### config.mk
export PLATFORM = sky130hd
export DESIGN_NAME = fifo_write_pointer
export DESIGN_NICKNAME = d
export VERILOG_FILES = /design/src/rtl/fifo_pkg.sv /design/src/rtl/ptr_bin2gray.sv /design/src/rtl/fifo_write_pointer.sv
export SDC_FILE = /design/constraint.sdc
export NUM_CORES = 1
export LEC_CHECK = 0
export ABC_AREA = 0
export ABC_CLOCK_PERIOD_IN_PS = 1700
export CAP_MARGIN = 25
export CELL_PAD_IN_SITES_DETAIL_PLACEMENT = 0
export CELL_PAD_IN_SITES_GLOBAL_PLACEMENT = 1
export CORE_ASPECT_RATIO = 1.1
export CORE_MARGIN = 2
export CORE_UTILIZATION = 46
export DETAILED_ROUTE_END_ITERATION = 6
export DONT_BUFFER_PORTS = 1
export PLACE_DENSITY = 0.84
export SLEW_MARGIN = 10
export SYNTH_ARGS = -nofsm -noshare
export SYNTH_HDL_FRONTEND = slang
export SYNTH_HIERARCHICAL = 1
export SYNTH_SLANG_ARGS = --single-unit
### constraint.sdc
create_clock -name clk -period 1.7 [get_ports clk]
set_input_delay 0.17 -clock clk [delete_from_list [all_inputs] [get_ports clk]]
set_output_delay 0.17 -clock clk [all_outputs]
set_load 0.02 [all_outputs]
### src/rtl/fifo_pkg.sv
`default_nettype none
// ============================================================================
//  Module      : fifo_pkg
//  Description : Types, constants and helpers shared by the FIFO pointer and
//                status blocks.
//                C_PTR_W_DEFAULT : default pointer width (wrap bit included)
//                ptr_t           : pointer type at the default width
//                bin2gray()      : binary to reflected Gray code conversion
//  Revision    : 1.0 - initial release
// ============================================================================
package fifo_pkg;

    localparam int unsigned C_PTR_W_DEFAULT = 10;

    typedef logic [C_PTR_W_DEFAULT-1:0] ptr_t;

    // Adjacent binary codes map to Gray codes that differ in exactly one
    // bit, and the all-ones to zero wrap behaves the same way.
    function automatic ptr_t bin2gray(input ptr_t i_bin);
        return i_bin ^ (i_bin >> 1);
    endfunction

endpackage : fifo_pkg
`default_nettype wire

### src/rtl/ptr_bin2gray.sv
`default_nettype none
// ============================================================================
//  Module      : ptr_bin2gray
//  Description : Combinational binary-to-Gray encoder for FIFO pointers.
//                Shared by the write-side and read-side pointer blocks.
//  Ports       : i_bin  [W-1:0] binary pointer value
//                o_gray [W-1:0] Gray-coded value, i_bin ^ (i_bin >> 1)
//  Revision    : 1.0 - initial release
// ============================================================================
module ptr_bin2gray #(
    parameter int unsigned W = 10
) (
    input  logic [W-1:0] i_bin,
    output logic [W-1:0] o_gray
);

    assign o_gray = i_bin ^ (i_bin >> 1);

endmodule : ptr_bin2gray
`default_nettype wire

### src/rtl/fifo_write_pointer.sv
`default_nettype none
// ============================================================================
//  Module      : fifo_write_pointer
//  Description : Write-side pointer logic of a synchronous FIFO. It gates
//                producer write requests against the full flag, advances a
//                binary write pointer with a wrap bit, keeps a registered
//                Gray copy of that pointer and flags rejected writes.
//  Ports       : clk         - clock, rising-edge active
//                rst_n       - asynchronous reset, ACTIVE HIGH despite name
//                wr          - write request from producer
//                fifo_full   - full flag from status logic
//                fifo_we     - memory write enable (combinational)
//                wptr        - binary write pointer, MSB is wrap bit
//                wptr_gray   - Gray-coded wptr, registered
//                wr_overflow - one-cycle pulse: write rejected while full
//  Revision    : 1.0 - initial release
// ============================================================================
module fifo_write_pointer
    import fifo_pkg::*;
#(
    parameter int unsigned PTR_W = C_PTR_W_DEFAULT
) (
    input  logic             clk,
    input  logic             rst_n,
    input  logic             wr,
    input  logic             fifo_full,
    output logic             fifo_we,
    output logic [PTR_W-1:0] wptr,
    output logic [PTR_W-1:0] wptr_gray,
    output logic             wr_overflow
);

    localparam logic [PTR_W-1:0] C_PTR_ONE = {{(PTR_W-1){1'b0}}, 1'b1};

    logic [PTR_W-1:0] r_wptr;
    logic [PTR_W-1:0] r_wptr_gray;
    logic             r_wr_overflow;

    logic             w_fifo_we;
    logic [PTR_W-1:0] w_wptr_next;
    logic [PTR_W-1:0] w_wptr_gray_next;

    // The reset term keeps the memory from being written while the pointer
    // is being forced to zero; it takes effect without waiting for a clock.
    assign w_fifo_we = wr & ~fifo_full & ~rst_n;

    // Natural modulo-2^PTR_W wrap: all-ones rolls over to zero and the
    // MSB toggles, which is how full/empty are told apart downstream.
    assign w_wptr_next = w_fifo_we ? (r_wptr + C_PTR_ONE) : r_wptr;

    // Encoding the next value (not the current one) lets the registered
    // Gray output line up with wptr in the same cycle.
    ptr_bin2gray #(
        .W (PTR_W)
    ) u_bin2gray (
        .i_bin  (w_wptr_next),
        .o_gray (w_wptr_gray_next)
    );

    always_ff @(posedge clk or posedge rst_n) begin
        if (rst_n) begin
            r_wptr        <= '0;
            r_wptr_gray   <= '0;
            r_wr_overflow <= 1'b0;
        end else begin
            r_wptr        <= w_wptr_next;
            r_wptr_gray   <= w_wptr_gray_next;
            // Re-evaluated every edge, so it is a single-cycle pulse per
            // rejected request and never latches.
            r_wr_overflow <= wr & fifo_full;
        end
    end

    assign fifo_we     = w_fifo_we;
    assign wptr        = r_wptr;
    assign wptr_gray   = r_wptr_gray;
    assign wr_overflow = r_wr_overflow;

endmodule : fifo_write_pointer
`default_nettype wire

* Yosys cells after proc, flatten, opt, wreduce, memory -nomap -nowiden
Index checks and enable logic that the tools add are counted.
Storage, ports and cells: word-level logic and storage cells 11, bits of input ports 4, flip-flop bits (word level) 21
Cells by class: bitwise logic cells 6, muxes and demuxes 1, $add $sub $neg 1
Operators by type and width (number):
- 10-bit by 1-bit adder with 10-bit output (second input constant) | 1
- 10-bit 2-to-1 mux | 1
- 10-bit by 9-bit bitwise XOR with 10-bit output | 1
- 1-bit AND | 3
- 1-bit inverter | 2

* Longest topological paths before layout
word-level depth 5, mapped depth 5

* By module
Netlist, hierarchy kept.
Modules (own cells, without submodules):
- fifo_write_pointer | instances 1, cells each 50, area each 753.2 um^2, sequential area each 525.5 um^2
- ptr_bin2gray | instances 1, cells each 10, area each 86.3 um^2, sequential area each 0.0 um^2

* Worst setup path before layout
OpenSTA, ideal clock, no wires.
path kind flip-flop to flip-flop, start point register r_wptr[0], in the netlist wptr[0], end point register r_wptr_gray[7], in the netlist wptr_gray[7], arrival time 1.415 ns, slack 0.206 ns, stages on the path, launching flop included 6, data required time 1.621 ns, buffers on the path 0, period minus slack after synthesis 1.494 ns, setup time 0.079 ns, cell sequence dfrtp_1 ha_1 nand2_1 nor3_1 xor2_1 xor2_1
Between the ends: word-level cells in the longest chain between the ends 3
Ends and longest elaborated chain:
- start, declared | line fifo_write_pointer.sv:35 | logic [PTR_W-1:0] r_wptr;
- start signal, assigned | line fifo_write_pointer.sv:66 | r_wptr <= w_wptr_next;
- 10-bit by 1-bit adder with 10-bit output | line fifo_write_pointer.sv:49 | assign w_wptr_next = w_fifo_we ? (r_wptr + C_PTR_ONE) : r_wptr;
- 10-bit 2-to-1 mux | line fifo_write_pointer.sv:49
- named net w_wptr_next[8] | line fifo_write_pointer.sv:40 | logic [PTR_W-1:0] w_wptr_next;
- 10-bit by 9-bit bitwise XOR with 10-bit output | line ptr_bin2gray.sv:17 | assign o_gray = i_bin ^ (i_bin >> 1);
- named net w_wptr_gray_next[7] | line fifo_write_pointer.sv:41 | logic [PTR_W-1:0] w_wptr_gray_next;
- end signal, assigned | line fifo_write_pointer.sv:67 | r_wptr_gray <= w_wptr_gray_next;
- end, declared | line fifo_write_pointer.sv:36 | logic [PTR_W-1:0] r_wptr_gray;
The timed path passes the listed nets, and every way through them passes these cells.

* Worst setup path in the final report
start point register r_wptr[0], in the netlist wptr[0], end point register r_wptr_gray[8], in the netlist wptr_gray[8]
The elaborated chain is that of the path after synthesis.

==> summary.md <==
| Metric | Value |
|---|---|
| DP Cell Count | `87` |
| ANT cells | `0` |
| Total Neg Setup Slack | `0 ps` |
| CTS Buf Count | `3` |
| Initial antenna violation count | `0` |
| FP Rows | `16` |
| Syn nets | `65` |
| Number of global-route vias before repair | `537` |
| R2R cell count | `5` |
| DP Area | `929.6 um^2` |
| Hold_buf cts | `1` |
| Total of max-cap violations | `0` |
| Routed WL | `1293 um` |
| HPWL after detailed placement | `1012 um` |
| Post-route setup slack | `259.0 ps` |
| Commonest cells after routing, fill and taps aside | `21 x dfrtp_1, 16 x xor2_1, 10 x buf_4` |
| Core ar. | `1742 um^2` |
| Most common cell after layout, fill and taps aside | `dfrtp_1` |
| Final Hold Viols | `0` |
| Crit Path Category | `reg2reg` |
| Die ar. | `2183 um^2` |
| Synthesized instance count | `60` |
| Multi-input logic area | `302.8 um^2` |
| Pwr Total | `1.360 mW` |
| Final Skew | `5.213 ps` |
| Register area share after synthesis | `0.6259` |
| Worst slack, placed | `251.8 ps` |
| Worst skew pair latency | `290 ps` |
| Lkg Pwr | `0.5245 nW` |
| Tmin final | `1441 ps` |
| Outcome | `complete, no violations` |
| CTS tree | `built` |
| Post-route DRC violation count | `0` |
| Finished Layout Cells | `93` |
| Max-slew headroom | `0.5017` |
| GPL Wtd Cong | `0.7299` |
| Met1 Use GR | `0.1650` |
| Fin area | `975.9 um^2` |
| Met3 Resource Use GR | `0.04074` |
| Clock root cell | `clkbuf_4` |
| Synth Register Bits | `21` |
| Initial core utilization | `0.4820` |
| Worst EP required | `1920 ps` |
| Max clock buf depth | `2` |
| Wire length per cell | `13.90 um` |
| Gr usage total | `0.1451` |
| Final nets | `81` |
| P&R area growth vs syn | `16.24%` |
| Port buffer count | `0` |
| RSZ-0062 raised after global routing | `false` |
| Endpoints failing setup | `0` |
| Worst-path maximum fanout | `3` |
| ANT nets after route | `0` |
| Clk sink count | `21` |
| # fillers | `158` |
| Via count | `491` |
| H-Tree Depth | `1` |
| Sequential cell area | `525.5 um^2` |
| GR peak layer | `met2` |
| Cell Area, Synth | `839.6 um^2` |
| Worst Hold Depth | `1` |
| TritonRoute pass-1 iters | `4` |
| Syn. warnings | `6` |
| Largest net degree at the start of global routing | `22` |
| Fraction of layout cells with a size suffix above 1 | `0.2267` |
| Crit path DAT | `1660 ps` |
| Io pins | `26` |
| Fmax | `0.6939 GHz` |
| Worst-margin pin slew | `746.7 ps` |
| Met2 global-route usage | `0.2464` |
| Yosys cell types | `14` |
| Total grt overflow | `0` |
| Power density cells | `1394 nW/um^2` |
| Post-DR vias/cell | `5.280` |
| Cells resized by post-CTS repair | `0` |
| CTS clk-pin slew, worst paths | `110 ps` |
| Tcrit/Tclk final | `0.8477` |
| Setup crit start kind | `flop` |
| Worst min path class | `in2reg` |
| Die H | `48.81 um` |
| Fin. max-slew vios | `0` |
| Critical Path End Type | `flop` |
| First-pass GRT wire length | `2325 um` |
| Initial DRC Count | `3` |
| Peak supply drop | `0.7255 mV` |
| Chip Width | `44.74 um` |
| Syn avg cell area | `13.99 um^2` |
| Postcts setup bufs | `0` |
==> cell families after synthesis <==
family | after synthesis | share of synthesized area
xor gates and xnor gates | 18 | 0.1878
and+or+nand+nor | 17 | 0.1446
muxes | 1 | 0.01341
DFF | 21 | 0.6259
adders and majority gates | 1 | 0.01490
buffers and inverters | 2 | 0.01341
==> through the flow <==
step           hold slack [ps]    util
6_report                 17.17  0.5603
5_1_grt                 0.7375  0.5603
3_3_place_gp             240.9  0.5338
4_1_cts                  2.502  0.5546
2_1_floorplan            146.5       -
3_5_place_dp             250.3  0.5338
==> report_power, final <==
part	switching (mW)	internal, mW	leakage (nW)	total [mW]
Clock	0.132	0.0912	0.0150	0.223
Combinational	0.231	0.160	0.233	0.391
Sequential	0.135	0.611	0.277	0.746
Total	0.499	0.862	0.524	1.36
==> final timing paths <==
kind,end,from,slack (ps)
setup / recovery,wptr_gray[8],wptr[0],260
hold / removal,wr_overflow,fifo_full,20
setup reg to reg,wptr_gray[8],wptr[0],260
hold reg to reg,wptr[7],wptr[7],620
max in group asynchronous,wptr[9],rst_n,790
min in group asynchronous,wptr[2],rst_n,440
==> cell usage after synthesis <==
library cell | instances | area [um^2]
nor3_1 | 4 | 20.02
xor2_1 | 16 | 140.1
nor3b_4 | 1 | 18.77
and2_2 | 1 | 7.510
nand4bb_4 | 1 | 27.53
inv_1 | 1 | 3.750
dfrtp_1 | 21 | 525.5
mux2_2 | 1 | 11.26
xnor2_1 | 2 | 17.52
nand4_1 | 4 | 25.02
buf_4 | 1 | 7.510
nor2_1 | 2 | 7.510
ha_1 | 1 | 12.51
nand2_1 | 4 | 15.01
==> layer usage <==
layer  part of all wire  vias up
met3              0.080        0
met2               0.55       19
li1                   -      229
met4                  0        0
met5                  0        -
met1               0.37      243
==> state kept, by name (all words and copies together) (netlist names) <==
signal and cells:
wptr_gray 10, wr_overflow 1, wptr 10
==> critical path: stages, from the launching register on <==
cell	delay [ps]
dfrtp_1	390
ha_1	180
nand2_1	80
nor3_1	220
xor2_1	330
xor2_1	170
==> area by class of cell <==
class	count	share of cell area
inverters	1	0.003846
multi-input cells	37	0.3103
repair buffers	12	0.09744
flip-flops and latches	21	0.5385
well taps	18	0.02308
clock buffers	4	0.02692
(Power assumes the default switching activity.)
